--- config.mk ---
export PLATFORM = sky130hd
export DESIGN_NAME = id_ex_stage
export DESIGN_NICKNAME = d
export VERILOG_FILES = /design/src/rtl/id_ex_stage_pkg.sv /design/src/rtl/id_ex_stage_operand_fwd_mux.sv /design/src/rtl/id_ex_stage.sv
export SDC_FILE = /design/constraint.sdc
export NUM_CORES = 1
export LEC_CHECK = 0
export BUFFER_PORTS_ARGS = -buffer_cell sky130_fd_sc_hd__buf_2
export CORE_ASPECT_RATIO = 0.8
export CORE_MARGIN = 8
export CORE_UTILIZATION = 27
export CTS_CLUSTER_SIZE = 25
export DETAILED_ROUTE_END_ITERATION = 8
export PLACE_DENSITY = 0.57
export SETUP_SLACK_MARGIN = 0.3
export SYNTH_ARGS = -nofsm -noshare
export SYNTH_HDL_FRONTEND = slang
export SYNTH_SLANG_ARGS = --single-unit
--- constraint.sdc ---
create_clock -name clk_i -period 13.5 [get_ports clk_i]
set_input_delay 0.675 -clock clk_i [delete_from_list [all_inputs] [get_ports clk_i]]
set_output_delay 0.675 -clock clk_i [all_outputs]
set_load 0.005 [all_outputs]
--- src/rtl/id_ex_stage_pkg.sv ---
// Shared encodings for the ID/EX stage: ALU opcodes, operand selects and FSM states.
package id_ex_stage_pkg;

    localparam logic [3:0] ALU_NONE = 4'd0;
    localparam logic [3:0] ALU_ADD  = 4'd1;
    localparam logic [3:0] ALU_SUB  = 4'd2;
    localparam logic [3:0] ALU_AND  = 4'd3;
    localparam logic [3:0] ALU_OR   = 4'd4;
    localparam logic [3:0] ALU_XOR  = 4'd5;
    localparam logic [3:0] ALU_SLL  = 4'd6;
    localparam logic [3:0] ALU_SRL  = 4'd7;
    localparam logic [3:0] ALU_SRA  = 4'd8;
    localparam logic [3:0] ALU_SLT  = 4'd9;
    localparam logic [3:0] ALU_SLTU = 4'd10;

    localparam logic SRC_A_RS1 = 1'b0;
    localparam logic SRC_A_PC  = 1'b1;
    localparam logic SRC_B_RS2 = 1'b0;
    localparam logic SRC_B_IMM = 1'b1;

    typedef enum logic [1:0] {
        IDEX_EMPTY  = 2'd0,
        IDEX_FULL   = 2'd1,
        IDEX_HAZARD = 2'd2
    } idex_state_e;

endpackage

--- src/rtl/id_ex_stage_operand_fwd_mux.sv ---
// Per-source operand resolution: MEM (non-load) beats WB beats the held value.
// Also flags a load-use hazard and a WB hit used to refresh the held copy.
module id_ex_stage_operand_fwd_mux #(
    parameter int XLEN   = 32,
    parameter int RIDX_W = 5
) (
    input  logic [RIDX_W-1:0] i_idx,
    input  logic [XLEN-1:0]   i_held,
    input  logic              i_mem_we,
    input  logic [RIDX_W-1:0] i_mem_rd,
    input  logic [XLEN-1:0]   i_mem_data,
    input  logic              i_mem_is_load,
    input  logic              i_wb_we,
    input  logic [RIDX_W-1:0] i_wb_rd,
    input  logic [XLEN-1:0]   i_wb_data,
    output logic [XLEN-1:0]   o_value,
    output logic              o_wb_hit,
    output logic              o_load_hazard
);

    logic w_nz;
    logic w_mem_hit;

    // x0 is hard-wired zero, so it never matches a producer.
    assign w_nz          = |i_idx;
    assign w_mem_hit     = i_mem_we & (i_mem_rd == i_idx) & w_nz;
    assign o_wb_hit      = i_wb_we & (i_wb_rd == i_idx) & w_nz;
    assign o_load_hazard = w_mem_hit & i_mem_is_load;

    // NOTE: every output of a combinational block gets a default first so no latch is inferred.
    always_comb begin
        o_value = i_held;
        if (w_mem_hit && !i_mem_is_load) begin
            o_value = i_mem_data;
        end else if (o_wb_hit) begin
            o_value = i_wb_data;
        end
    end

endmodule

--- src/rtl/id_ex_stage.sv ---
// ID/EX pipeline register feeding the ALU: holds one decoded instruction,
// forwards from MEM/WB, bubbles on load-use and drops its contents on flush.
module id_ex_stage
    import id_ex_stage_pkg::*;
#(
    parameter int XLEN   = 32,
    parameter int RIDX_W = 5,
    parameter int CNT_W  = 16
) (
    input  logic              clk_i,
    input  logic              rst_i,
    input  logic              in_valid_i,
    output logic              in_ready_o,
    input  logic [3:0]        in_op_i,
    input  logic [XLEN-1:0]   in_pc_i,
    input  logic [RIDX_W-1:0] in_rs1_idx_i,
    input  logic [RIDX_W-1:0] in_rs2_idx_i,
    input  logic [XLEN-1:0]   in_rs1_data_i,
    input  logic [XLEN-1:0]   in_rs2_data_i,
    input  logic [XLEN-1:0]   in_imm_i,
    input  logic              in_a_sel_i,
    input  logic              in_b_sel_i,
    input  logic [RIDX_W-1:0] in_rd_i,
    input  logic              in_rd_we_i,
    input  logic              flush_i,
    input  logic              mem_we_i,
    input  logic [RIDX_W-1:0] mem_rd_i,
    input  logic [XLEN-1:0]   mem_data_i,
    input  logic              mem_is_load_i,
    input  logic              wb_we_i,
    input  logic [RIDX_W-1:0] wb_rd_i,
    input  logic [XLEN-1:0]   wb_data_i,
    output logic              out_valid_o,
    input  logic              out_ready_i,
    output logic [3:0]        op_o,
    output logic [XLEN-1:0]   a_o,
    output logic [XLEN-1:0]   b_o,
    output logic [XLEN-1:0]   rs2_fwd_o,
    output logic [RIDX_W-1:0] rd_o,
    output logic              rd_we_o,
    output logic [XLEN-1:0]   pc_o,
    output logic [CNT_W-1:0]  stall_cnt_o
);

    idex_state_e       r_state;
    idex_state_e       w_next_state;
    logic [3:0]        r_op;
    logic [XLEN-1:0]   r_pc;
    logic [RIDX_W-1:0] r_rs1_idx;
    logic [RIDX_W-1:0] r_rs2_idx;
    logic [XLEN-1:0]   r_rs1_data;
    logic [XLEN-1:0]   r_rs2_data;
    logic [XLEN-1:0]   r_imm;
    logic              r_a_sel;
    logic              r_b_sel;
    logic [RIDX_W-1:0] r_rd;
    logic              r_rd_we;
    logic [CNT_W-1:0]  r_stall_cnt;

    logic [XLEN-1:0]   w_rs1_fwd;
    logic [XLEN-1:0]   w_rs2_fwd;
    logic              w_rs1_wb_hit;
    logic              w_rs2_wb_hit;
    logic              w_rs1_lh;
    logic              w_rs2_lh;
    logic              w_held_hazard;
    logic              w_in_rs1_lh;
    logic              w_in_rs2_lh;
    logic              w_in_hazard;
    logic              w_load;

    id_ex_stage_operand_fwd_mux #(.XLEN(XLEN), .RIDX_W(RIDX_W)) u_fwd_rs1 (
        .i_idx(r_rs1_idx), .i_held(r_rs1_data),
        .i_mem_we(mem_we_i), .i_mem_rd(mem_rd_i), .i_mem_data(mem_data_i),
        .i_mem_is_load(mem_is_load_i),
        .i_wb_we(wb_we_i), .i_wb_rd(wb_rd_i), .i_wb_data(wb_data_i),
        .o_value(w_rs1_fwd), .o_wb_hit(w_rs1_wb_hit), .o_load_hazard(w_rs1_lh)
    );

    id_ex_stage_operand_fwd_mux #(.XLEN(XLEN), .RIDX_W(RIDX_W)) u_fwd_rs2 (
        .i_idx(r_rs2_idx), .i_held(r_rs2_data),
        .i_mem_we(mem_we_i), .i_mem_rd(mem_rd_i), .i_mem_data(mem_data_i),
        .i_mem_is_load(mem_is_load_i),
        .i_wb_we(wb_we_i), .i_wb_rd(wb_rd_i), .i_wb_data(wb_data_i),
        .o_value(w_rs2_fwd), .o_wb_hit(w_rs2_wb_hit), .o_load_hazard(w_rs2_lh)
    );

    // rs2 is a live source when it feeds b, or as store data (imm-based, no rd write).
    assign w_held_hazard = ((r_a_sel == SRC_A_RS1) & w_rs1_lh) |
                           (((r_b_sel == SRC_B_RS2) | ~r_rd_we) & w_rs2_lh);

    assign w_in_rs1_lh = mem_we_i & mem_is_load_i & (mem_rd_i == in_rs1_idx_i) & (|in_rs1_idx_i);
    assign w_in_rs2_lh = mem_we_i & mem_is_load_i & (mem_rd_i == in_rs2_idx_i) & (|in_rs2_idx_i);
    assign w_in_hazard = ((in_a_sel_i == SRC_A_RS1) & w_in_rs1_lh) |
                         (((in_b_sel_i == SRC_B_RS2) | ~in_rd_we_i) & w_in_rs2_lh);

    assign in_ready_o = (r_state == IDEX_EMPTY) | ((r_state == IDEX_FULL) & out_ready_i);
    assign w_load     = in_valid_i & in_ready_o & ~flush_i;

    always_comb begin
        w_next_state = r_state;
        if (flush_i) begin
            w_next_state = IDEX_EMPTY;
        end else if (w_load) begin
            w_next_state = w_in_hazard ? IDEX_HAZARD : IDEX_FULL;
        end else begin
            case (r_state)
                IDEX_FULL: begin
                    if (out_ready_i)        w_next_state = IDEX_EMPTY;
                    else if (w_held_hazard) w_next_state = IDEX_HAZARD;
                end
                IDEX_HAZARD: w_next_state = w_held_hazard ? IDEX_HAZARD : IDEX_FULL;
                default:     w_next_state = IDEX_EMPTY;
            endcase
        end
    end

    always_ff @(posedge clk_i or posedge rst_i) begin
        if (rst_i) begin
            r_state <= IDEX_EMPTY;
        end else begin
            // NOTE: state elements use non-blocking assignments so every register samples pre-edge values.
            r_state <= w_next_state;
        end
    end

    always_ff @(posedge clk_i or posedge rst_i) begin
        if (rst_i) begin
            r_op        <= ALU_NONE;
            r_pc        <= '0;
            r_rs1_idx   <= '0;
            r_rs2_idx   <= '0;
            r_rs1_data  <= '0;
            r_rs2_data  <= '0;
            r_imm       <= '0;
            r_a_sel     <= 1'b0;
            r_b_sel     <= 1'b0;
            r_rd        <= '0;
            r_rd_we     <= 1'b0;
            r_stall_cnt <= '0;
        end else begin
            if ((r_state == IDEX_HAZARD) && (r_stall_cnt != '1)) begin
                r_stall_cnt <= r_stall_cnt + CNT_W'(1);
            end
            if (flush_i) begin
                r_op    <= ALU_NONE;
                r_rd_we <= 1'b0;
            end else if (w_load) begin
                r_op       <= in_op_i;
                r_pc       <= in_pc_i;
                r_rs1_idx  <= in_rs1_idx_i;
                r_rs2_idx  <= in_rs2_idx_i;
                r_rs1_data <= in_rs1_data_i;
                r_rs2_data <= in_rs2_data_i;
                r_imm      <= in_imm_i;
                r_a_sel    <= in_a_sel_i;
                r_b_sel    <= in_b_sel_i;
                r_rd       <= in_rd_i;
                r_rd_we    <= in_rd_we_i;
            end else if (r_state != IDEX_EMPTY) begin
                // Capture a value retiring from WB so a long stall does not lose it.
                if (w_rs1_wb_hit) r_rs1_data <= wb_data_i;
                if (w_rs2_wb_hit) r_rs2_data <= wb_data_i;
            end
        end
    end

    assign out_valid_o = (r_state == IDEX_FULL);
    assign op_o        = r_op;
    assign a_o         = (r_a_sel == SRC_A_PC)  ? r_pc  : w_rs1_fwd;
    assign b_o         = (r_b_sel == SRC_B_IMM) ? r_imm : w_rs2_fwd;
    assign rs2_fwd_o   = w_rs2_fwd;
    assign rd_o        = r_rd;
    assign rd_we_o     = r_rd_we & ~flush_i;
    assign pc_o        = r_pc;
    assign stall_cnt_o = r_stall_cnt;

endmodule

# Yosys cells after proc, flatten, opt, wreduce, memory -nomap -nowiden
# Index checks and enable logic that the tools add are counted.
# W data, S select, Z words.
# totals
ff_bits	168
inputBits	232
output_inout_bits	156
# classes
add_sub_neg	1
n_eq_ne	10
muxes	21
n_bitwise	35
n_reduce_logical	14
# op_table
cell	count
$mux W32	10
$eq A5 B5 Y1	6
$and A1 B1 Y1	23
$reduce_or A5 Y1	4
$add A16 B1 Y16 const B	1
$ne A16 B16 Y1 const B	1
$mux W2	6
$mux W4	2
$not A1 Y1	7
$reduce_bool A2 Y1	3
$ne A5 B2 Y1 const B	1
$or A1 B1 Y1	5
$pmux W2 S2	1
$reduce_and A2 Y1	2
$logic_and A1 B1 Y1	3
$eq A2 B1 Y1 const B	1
$eq A2 B2 Y1 const B	1
$logic_not A2 Y1	1
$mux W1	2
$logic_not A1 Y1	1

# Logic depth before layout (Yosys ltp)
# Gate-level depths: netlist (run 1).
# logic_depth
ltp_word	11
depth_mapped	10

# Modules after synthesis
# From an unflattened synthesis (run 1), not the netlist that was laid out.
# unflattened
hier_cells	1078
area_unflattened_um2	10720.3
# by_module_without_submodules
module	instances	cells_per_inst	area_per_inst_um2	seq_area_each_um2
id_ex_stage	1	664	8363.0	4204.0
id_ex_stage_operand_fwd_mux	2	207	1178.6	0.0

# Worst setup path before layout (run 1)
# Ideal clock, no wire load.
# synth_timing
path_kind	input to output
from	in mem_rd_i[1]
to	out b_o[10]
arrival_time_ns	2.058
slack_ns	10.767
path_stages	7
n_path_buf	2
cell_sequence	xnor2_1 > nand4_1 > or3_1 > buf_2 > buf_6 > a31oi_1 > mux2_2
# synth_via
elab_chain_len	6
# synth_lines
item	line	source
from (decl)	id_ex_stage.sv:27	input logic [RIDX_W-1:0] mem_rd_i,
$eq A5 B5 Y1	id_ex_stage_operand_fwd_mux.sv:26	assign w_mem_hit = i_mem_we & (i_mem_rd == i_idx) & w_nz;
$and A1 B1 Y1 (2 in a row)	id_ex_stage_operand_fwd_mux.sv:26	
$logic_and A1 B1 Y1	id_ex_stage_operand_fwd_mux.sv:33	if (w_mem_hit && !i_mem_is_load) begin
$mux W32	id_ex_stage_operand_fwd_mux.sv:33	
net rs2_fwd_o[10]	id_ex_stage.sv:38	output logic [XLEN-1:0] rs2_fwd_o,
$mux W32	id_ex_stage.sv:171	assign b_o = (r_b_sel == SRC_B_IMM) ? r_imm : w_rs2_fwd;
to (decl)	id_ex_stage.sv:37	output logic [XLEN-1:0] b_o,
# The timed path passes the listed nets, and every way through them passes these cells.

# Worst setup path after layout (run 1)
# layout_timing
from	reg r_rs1_idx[1]
to	out a_o[20]
# layout_via
elab_chain_len	6
word_cells_on_any_way	11
# layout_lines
item	line	source
from (decl)	id_ex_stage.sv:49	logic [RIDX_W-1:0] r_rs1_idx;
from (signal assigned)	id_ex_stage.sv:151	r_rs1_idx <= in_rs1_idx_i;
$eq A5 B5 Y1 (on tied branches)	id_ex_stage_operand_fwd_mux.sv:27, id_ex_stage_operand_fwd_mux.sv:26	
$and A1 B1 Y1 (on tied branches) (2 in a row)	id_ex_stage_operand_fwd_mux.sv:27, id_ex_stage_operand_fwd_mux.sv:26	
$mux W32 / $logic_and A1 B1 Y1 (equally long branches)	id_ex_stage_operand_fwd_mux.sv:35, id_ex_stage_operand_fwd_mux.sv:33	
$mux W32 (*)	id_ex_stage_operand_fwd_mux.sv:33	
$mux W32 (*)	id_ex_stage.sv:170	assign a_o = (r_a_sel == SRC_A_PC) ? r_pc : w_rs1_fwd;
to (decl)	id_ex_stage.sv:36	output logic [XLEN-1:0] a_o,
# Mark *: on every way between the ends. The rest lies on a longest branch, timed or not.

==> results of run 1 <==
per-layer routing:
layer / up-vias / global-route usage [%] / share of wire [%]
li1: 4538 / - / -
met1: 4886 / 24.0 / 43
met2: 478 / 31.5 / 47
met3: 56 / 6.59 / 9.1
met4: 10 / 5.56 / 1.6
met5: - / 0 / 0.13
sequential cells by signal, indices dropped and copies added (netlist names), 5 cells and up:
signal       flops
pc_o            32
r_imm           32
r_rs1_data      32
r_rs1_idx        5
r_rs2_data      32
r_rs2_idx        5
rd_o             5
stall_cnt_o     16
stage by stage:
step                utilization [%]  worst slack, ns
finish                         35.6             9.09
global route                   35.5             8.88
CTS                            35.5             9.06
detailed placement             33.8             9.52
global placement               33.8             9.54
floorplan                         -             8.28
Yosys cell counts, drive strengths merged, types with 35 or more instances:
library cell	count	share of area [%]
nand2	82	3.1
nand3	42	2.1
a211oi	64	4.9
nor4	35	2.2
clkbuf	65	2.5
mux2	114	13
inv	39	1.5
dfrtp	168	43
o21ai	97	4.9
nor2	43	1.6
nor3	38	1.9
cell families (layout without fill, tap and decap cells):
| group | Yosys count | in the layout |
|---|---|---|
| adders and majority gates | 4 | 4 |
| DFF | 168 | 168 |
| buffers and inverters | 135 | 475 |
| xor gates and xnor gates | 42 | 42 |
| and+or+nand+nor | 265 | 265 |
| other | 0 | 5 |
| muxes | 114 | 114 |
| AOI/OAI and AO/OA | 314 | 314 |
layout make-up:
type	instances	area (µm²)	area share (%)
antenna	5	12.5	0.0980
clock buffer	20	457	3.58
clock inverter	12	164	1.28
inverter	39	151	1.19
multi-input combinational	739	5110	40.1
sequential	168	4210	32.9
tap	480	601	4.70
timing repair buffer	404	2060	16.2
power breakdown:
group | internal, µW | switching, µW
combinational | 367 | 403
sequential | 636 | 113
clock | 304 | 230
total | 1310 | 746
worst max-delay path: cells and delay by family, from the launching register on:
kind            cells  cell delay, ns
buf+inv             3            1.20
compound gates      3            0.81
simple gates        2            0.78
flops               1            0.43
final timing paths:
check	cells past startpoint	slack, ns	from	to
max	8	9.09	r_rs1_idx[1]	a_o[20]
min	2	0.22	rst_i	op_o[1]
max reg2reg	5	10.32	r_rs2_idx[1]	r_rs2_data[22]
min reg2reg	1	0.49	stall_cnt_o[10]	stall_cnt_o[10]
max in group asynchronous	3	11.98	rst_i	r_a_sel
min in group clk_i	2	0.45	in_imm_i[6]	r_imm[6]
==> impl_metrics.py, run 1 <==
metrics = {
    "setup_path": {
        "crit_path_frequent_cell": "buf_4",
        "path_cells": "or4_4 -> o211ai_4 -> buf_4 -> or2_2 -> buf_4 -> a211oi_1 -> o31ai_1 -> buf_2",
        "crit_fanout": 64,
        "arrival_ns": 3.74,
        "crit_type": "reg -> out",
        "critPathMaxStageDelay_ns": 0.58,
        "required_ns": 12.82,
        "critPathCaptureType": "output pin",
        "start_kind": "flop",
        "slowest_stage": "or4_4",
    },
    "layout": {
        "final_common_cell": "buf_2",
        "drive_gt1_share_pct": 41.5,
        "fill_cells": 3744,
        "fin_nets": 1605,
        "final_cells": 1867,
        "area_growth_syn_to_layout_pct": 29.9,
        "layout_common_cells": "387 x buf_2, 166 x dfrtp_1, 114 x mux2_2",
        "final_area_um2": 12800,
    },
    "clocking": {
        "cts.sinks": 168,
        "clk_pin_slew_ns": 0.07,
        "cts.hold.buffers_added": 0,
        "numCtsBuffers": 17,
        "clockBufferDepth": 2,
        "cts_tree": "done",
        "clock_latency_ns": 0.45,
        "cts_htree_levels": 4,
        "cts_resized": 0,
        "cts-root-buf": "clkbuf_16",
        "postCtsSetupRepairBufs": 0,
    },
    "placement": {
        "portBuffers": 387,
        "gp_congestion": 0.826,
        "place_area_um2": 12100,
        "hpwl_um": 30100,
        "dp_cells": 1830,
    },
    "synthesis": {
        "syn_area_um2": 9830,
        "synth_mux_area_share_pct": 13.1,
        "synth_seq_area_share_pct": 42.8,
        "yosys.area_share.simple_pct": 12.8,
        "yosys_register_bits": 168,
        "syn_area_per_cell_um2": 9.44,
        "yosys_warnings": 0,
        "yosysUniqueCellTypes": 48,
        "synth-main-ff-cell": "dfrtp_1",
        "syn-instance-count": 1042,
        "synth-xor-area-share_pct": 3.74,
        "synth_compound_area_share_pct": 21.3,
        "syn_nets": 1278,
        "synth_top_family_by_area": "compound AO/OA/AOI/OAI gates",
        "synthAdderAreaFrac_pct": 0.509,
        "synthArstFlopShare_pct": 100,
        "synth-edff-count": 0,
    },
    "timing": {
        "grt_setup_unrepaired": "false",
        "finalSetupViolations": 0,
        "period_share_pct": 32.7,
        "drv_slew": 0,
        "skew_ns": 0.0194,
        "tightestPinTransition_ns": 1.21,
        "max_freq_mhz": 227,
        "setup_tns_ns": 0,
        "hold_ws_ns": 0.215,
        "hold_viol": 0,
        "relSlewSlack_pct": 19.4,
        "fin_crit_ns": 4.41,
    },
    "floorplan": {
        "rows": 62,
        "die_area_um2": 42800,
        "design.core.area_um2": 35900,
        "die_x_um": 229,
        "io_pins": 388,
        "initial_core_util_pct": 27.4,
        "fp.dieH_um": 187,
    },
    "grt": {
        "grt_pass1_vias": 10493,
        "antenna_found_initial": 12,
        "grt_pass1_wl_um": 65100,
        "grt_max_degree": 68,
        "grt-ovfl-total": 0,
        "grt.total_usage_pct": 19.3,
    },
    "routing": {
        "first_pass_iters": 5,
        "postRouteAntennaNets": 0,
        "post-route-drc-count": 0,
        "vias": 9968,
        "via_per_inst": 5.34,
        "wire_per_inst_um": 23.0,
        "wirelength_um": 42900,
        "first_iter_violations": 853,
    },
    "power_and_ir_drop": {
        "cellPowerDensity_nw_per_um2": 161,
        "power.total_uw": 2050,
        "ir_drop_mv": 0.0735,
        "cellLeakagePower_uw": 0.00564,
    },
    "job": {
        "cap_violations": 0,
    },
    "min_path": {
        "hp-class": "in -> async",
    },
    "run_status": {
        "status": "finished, final reports clean",
    },
}
Power figures use the tool's default switching activity.
==> run 2: changes to the inputs <==
ABC_AREA = 1   (was not set)
PLACE_DENSITY = 0.58   (was 0.57)
clock period = 3.6 ns   (was 13.5 ns; I/O delays follow)
==> run 2 against run 1 <==
Effect of this change:
- area after synthesis grew 5.1%
- first-iteration DRC count grew 24%
- sequential power grew to 3.5 times the previous value
- non-clock buffer count grew 87
- sequential share of layout area shrank 3.4 points
- die area grew 4.7%
- clock power grew to 3.8 times the previous value
- clock-buffer cell count grew 2
- largest power group unchanged
==> impl_metrics.py, run 2 <==
metrics = {
    "placement": {
        "dp_cells": 2306,
        "hpwl_um": 33000,
        "portBuffers": 387,
        "gp_congestion": 0.906,
    },
    "floorplan": {
        "initial_core_util_pct": 27.2,
        "fp.dieH_um": 191,
        "io_pins": 388,
        "die_area_um2": 44800,
        "rows": 64,
        "die_x_um": 235,
        "design.core.area_um2": 38000,
    },
    "layout": {
        "final_common_cell": "nand2_1",
        "fin_nets": 2151,
        "final_cells": 2428,
        "area_growth_syn_to_layout_pct": 37.8,
        "post-route-util_pct": 37.5,
        "drive_gt1_share_pct": 27.6,
        "layout_common_cells": "554 x nand2_1, 387 x buf_2, 166 x dfrtp_1",
    },
    "timing": {
        "grt_setup_unrepaired": "false",
        "setup_tns_ns": 0,
        "max_freq_mhz": 323,
        "period_share_pct": 85.9,
        "finalSetupViolations": 0,
        "relSlewSlack_pct": 35.4,
        "fin_crit_ns": 3.09,
        "drv_slew": 0,
        "hold_viol": 0,
        "tightestPinTransition_ns": 0.967,
        "skew_ns": 0.00976,
    },
    "run_status": {
        "status": "finished, final reports clean",
    },
    "grt": {
        "antenna_found_initial": 6,
        "grt-ovfl-total": 0,
        "grt_pass1_vias": 11917,
        "grt_pass1_wl_um": 71000,
        "grt_max_degree": 83,
        "grt.total_usage_pct": 20.3,
    },
    "power_and_ir_drop": {
        "cellPowerDensity_nw_per_um2": 514,
        "power.share.sequential_pct": 35.6,
        "pwr-share-comb_pct": 37.0,
        "clock_power_share_pct": 27.4,
        "ir_drop_mv": 0.302,
        "power.total_uw": 7330,
        "power.net_switching_uw": 2800,
        "cellLeakagePower_uw": 0.00771,
        "p_int_uw": 4530,
        "swShare_pct": 38.2,
    },
    "synthesis": {
        "synthArstFlopShare_pct": 100,
        "yosys_register_bits": 168,
        "synth_common_cells": "556 x nand2_1, 168 x dfrtp_1, 156 x nand3_1",
        "yosysMostFrequentCell": "nand2_1",
        "synth_seq_area_share_pct": 40.7,
        "syn_area_per_cell_um2": 6.92,
        "yosys_warnings": 0,
        "yosysUniqueCellTypes": 33,
        "yosysTopAreaCellShare_pct": 40.7,
        "syn-instance-count": 1493,
        "syn_area_um2": 10300,
        "synth.area.top_cells": "dfrtp_1 41%, nand2_1 20%, nand3_1 7.6%",
        "synth_top_cell_by_area": "dfrtp_1",
        "syn_nets": 1729,
        "synth-main-ff-cell": "dfrtp_1",
        "synth-edff-count": 0,
    },
    "routing": {
        "wl_met2_um": 21100,
        "route.met3.wl_um": 3850,
        "post-route-drc-count": 0,
        "first_iter_violations": 1059,
        "drt-met1-wl_um": 20800,
        "first_pass_iters": 7,
        "via_per_inst": 4.90,
        "vias": 11907,
        "postRouteAntennaNets": 0,
        "wire_per_inst_um": 19.4,
        "topRoutingLayerUsed": "met5",
        "wirelength_um": 47200,
    },
    "setup_path": {
        "critPathCaptureType": "output pin",
        "start_kind": "flop",
        "required_ns": 3.42,
        "cp-startpoint": "r_rs2_idx[4]",
        "crit_fanout": 32,
        "arrival_ns": 2.91,
        "crit_type": "reg -> out",
        "r2r-start": "r_state[0]",
    },
    "clocking": {
        "cts-root-buf": "clkbuf_16",
        "numCtsBuffers": 17,
        "clk_pin_slew_ns": 0.07,
        "cts_htree_levels": 4,
        "cts.sinks": 168,
        "cts_tree": "done",
        "clockBufferDepth": 2,
        "postCtsSetupRepairBufs": 0,
        "clock_latency_ns": 0.47,
    },
    "min_path": {
        "hp-start": "in_rs1_data_i[15]",
        "hp-class": "in -> reg",
    },
    "job": {
        "cap_violations": 0,
    },
}
## run 2: cell count changes in the layout (fill, tap and decap cells not counted), moves of 64 or more
cell           delta
a211oi_1         -64
dlygate4sd3_1    +84
mux2_2          -114
nand2_1         +473
nand3_1         +114
o21ai_0          +70
## run 2: final timing paths
path | end | slack, ns | cells past startpoint
worst min-delay path | r_rs1_data[15] | 0.04 | 3
worst max-delay path | b_o[21] | 0.51 | 10
max in group asynchronous | rd_o[1] | 2.27 | 4
worst min register to register | r_imm[9] | 0.48 | 2
worst max register to register | r_rs2_data[18] | 1.04 | 11
min in group asynchronous | r_imm[5] | 0.37 | 3
## run 2: cell type report
cell class | instances | area (µm²)
Multi-Input combinational cell | 1153 | 5470
Fill cell | 4032 | 23700
Timing Repair Buffer | 491 | 3000
Clock inverter | 10 | 141
Sequential cell | 168 | 4210
Inverter | 84 | 322
Antenna cell | 5 | 12.5
Clock buffer | 22 | 474
Tap cell | 495 | 619
## run 2: critical path: stages (launching register included)
cell	delay, ns
dfrtp_1	0.45
inv_2	0.09
nand3_1	0.07
nor2_1	0.25
nor3_4	0.06
nand2_2	0.66
nand2_1	0.15
nand3_1	0.14
o21ai_1	0.19
o21ai_1	0.22
buf_2	0.15
## run 2: metal layers
| layer | vias to the layer above | track usage (%) |
|---|---|---|
| li1 | 5660 | - |
| met1 | 5624 | 26.4 |
| met2 | 541 | 31.8 |
| met3 | 80 | 5.96 |
| met4 | 2 | 7.45 |
| met5 | - | 0 |
## run 2: per-stage QoR
stage               hold WS [ns]  setup WS, ns  area, µm²
finish                    0.0369         0.506      14200
global route              0.0150         0.340      14200
floorplan                  0.290          1.28      10300
CTS                     0.000406         0.419      14200
global placement           0.316         0.968      12800
detailed placement         0.308         0.944      12800
## run 2: timing repair
action | CTS | global route
hold buffers | 84 | 0
setup endpoints to repair | 0 | 19
endpoints found under the hold margin | 109 | 0
gates resized for setup | 0 | 3
## run 2: logic make-up after synthesis
kind of cell             Yosys count  synth area share [%]
adder cells (fa/ha/maj)            4                 0.484
XOR/XNOR                          20                  1.69
AND/OR/NAND/NOR                  901                  38.5
AO/OA/AOI/OAI                    227                  11.5
flip-flops                       168                  40.7
buffers and inverters            173                  7.09
## run 2: power by group through the flow
stage	sequential (µW)	combinational [µW]	clock [µW]
3_5_place_dp	2630	2640	0
4_1_cts	2600	2720	2070
5_1_grt	2660	3050	2140
3_3_place_gp	2620	2620	0
6_report	2610	2710	2010
2_1_floorplan	2560	1530	0
==> run 3: changes to the inputs <==
PLACE_DENSITY = 0.55   (was 0.58)
==> run 3 against run 2 <==
Effect of this change:
- critical path depth fell by 1
- hold slack worse by 0.0083 ns
- first-iteration DRC count down 20%
- critical path type unchanged
- highest routed layer unchanged
==> impl_metrics.py, run 3 (same netlist as run 2, synthesis figures left out) <==
metrics = {
    "run_status": {
        "status": "finished, final reports clean",
    },
    "grt": {
        "grt.total_usage_pct": 20.8,
        "grt_max_degree": 120,
        "grt-ovfl-total": 0,
        "grt_pass1_vias": 12209,
        "grt_pass1_wl_um": 72700,
        "antenna_found_initial": 13,
    },
    "timing": {
        "final.setup.worst_slack_ns": 0.509,
        "grt_setup_unrepaired": "false",
        "hold_viol": 0,
        "finalSetupViolations": 0,
        "max_freq_mhz": 323,
        "hold_ws_ns": 0.0286,
        "drv_slew": 0,
        "tightestPinTransition_ns": 0.930,
        "period_share_pct": 85.9,
        "setup_tns_ns": 0,
        "fin_crit_ns": 3.09,
        "skew_ns": 0.0113,
        "relSlewSlack_pct": 38.0,
    },
    "routing": {
        "vias": 11686,
        "post-route-drc-count": 0,
        "via_per_inst": 4.82,
        "postRouteAntennaNets": 0,
        "first_pass_iters": 6,
        "first_iter_violations": 852,
        "wire_per_inst_um": 19.7,
        "wirelength_um": 47700,
    },
    "layout": {
        "drive_gt1_share_pct": 27.5,
        "fill_cells": 4080,
        "area_growth_syn_to_layout_pct": 37.4,
        "layout_common_cells": "554 x nand2_1, 387 x buf_2, 166 x dfrtp_1",
        "seqCellArea_um2": 4210,
        "multiInputGateArea_um2": 5460,
        "final_common_cell": "nand2_1",
        "fin_nets": 2150,
        "post-route-util_pct": 37.4,
    },
    "clocking": {
        "clock_latency_ns": 0.46,
        "cts_htree_levels": 4,
        "postCtsSetupRepairBufs": 0,
        "cts-root-buf": "clkbuf_16",
        "cts.sinks": 168,
        "numCtsBuffers": 17,
        "cts_tree": "done",
        "clk_pin_slew_ns": 0.07,
        "clockBufferDepth": 2,
    },
    "placement": {
        "dp_slack_ns": 0.889,
        "hpwl_um": 33200,
        "gp_congestion": 0.869,
        "portBuffers": 387,
    },
    "job": {
        "cap_violations": 0,
    },
    "min_path": {
        "hold_end": "r_rs2_data[10]",
        "min_path_cells": 3,
        "hp-start": "in_rs2_data_i[10]",
        "hp-class": "in -> reg",
    },
    "floorplan": {
        "fp.dieH_um": 191,
        "die_area_um2": 44800,
        "io_pins": 388,
        "design.core.area_um2": 38000,
        "rows": 64,
        "initial_core_util_pct": 27.2,
        "die_x_um": 235,
    },
    "setup_path": {
        "required_ns": 3.42,
        "crit_path_frequent_cell": "nand2_1",
        "crit_type": "reg -> out",
        "crit_fanout": 36,
        "critPathMaxStageDelay_ns": 0.53,
        "r2r_end": "r_rs1_data[23]",
        "slowest_stage": "nand3_2",
        "start_kind": "flop",
        "arrival_ns": 2.91,
        "r2r-start": "r_state[0]",
        "r2r_cells": 10,
        "reg2reg_setup_slack_ns": 1.00,
        "critPathCaptureType": "output pin",
        "path_cells": "xnor2_1 -> nand2_1 -> nor2_2 -> nand3_2 -> buf_12 -> or2_2 -> nand3_1 -> nand2_1 -> buf_2",
    },
    "power_and_ir_drop": {
        "cellPowerDensity_nw_per_um2": 508,
        "cellLeakagePower_uw": 0.00768,
        "ir_drop_mv": 0.271,
    },
}
==> run 3: cell types whose count changed in the layout (fill, tap and decap cells not counted), sizes merged <==
| cell | change |
|---|---|
| bufinv | -1 |
| dlygate4sd3 | +1 |
| clkinvlp | +2 |
| buf | -2 |
| clkbuf | +1 |
| clkinv | -2 |
| inv | -2 |
==> run 3: worst max path at each step <==
stage                       from       to  cells after the start
floorplan                  rst_i  op_o[0]                      1
global placement    r_rs2_idx[1]   b_o[5]                     11
detailed placement  r_rs2_idx[1]   b_o[5]                     11
CTS                 r_rs2_idx[4]   b_o[5]                     11
global route        r_rs2_idx[1]   b_o[0]                     10
finish              r_rs1_idx[2]   a_o[0]                      9
==> run 3: layer usage <==
layer	routed length, µm	global-route usage (%)	vias to the layer above
met5	88	0	-
met4	851	5.29	14
met3	3270	6.38	68
met2	22200	34.4	414
met1	21300	26.4	5534
li1	-	-	5656
==> run 3: area by class of cell <==
class | instances | area share [%]
clock buffers | 23 | 3.43
repair buffers | 490 | 21.1
clock inverters | 7 | 0.669
diodes | 5 | 0.0881
flip-flops and latches | 168 | 29.6
multi-input cells | 1153 | 38.4
inverters | 84 | 2.26
well taps | 495 | 4.36
==> run 3: stage by stage <==
step,instance area (µm²),instances,power [µW]
detailed placement,12700,2304,5270
CTS,14200,2419,7320
floorplan,10300,1493,4080
global route,14200,2423,7780
global placement,12700,2304,5240
finish,14200,2425,7220
==> run 3: power breakdown <==
group / total, µW / leakage [µW] / internal [µW] / switching [µW]
Sequential: 2610 / 0.00213 / 2300 / 313
Clock: 1920 / 0.000273 / 1090 / 828
Combinational: 2700 / 0.00528 / 1080 / 1620
==> run 3: critical path, delay by kind of cell, from the launching register on <==
family / cells / cell delay, ns
buffers and inverters: 2 / 0.55
AND/OR/NAND/NOR: 6 / 1.23
XOR/XNOR: 1 / 0.21
flip-flops: 1 / 0.45
==> run 3: repair_timing <==
action	4_1_cts	5_1_grt
hold buffers	85	0
setup endpoints to repair	0	20
hold endpoints to repair	117	0
gates resized for setup	0	3
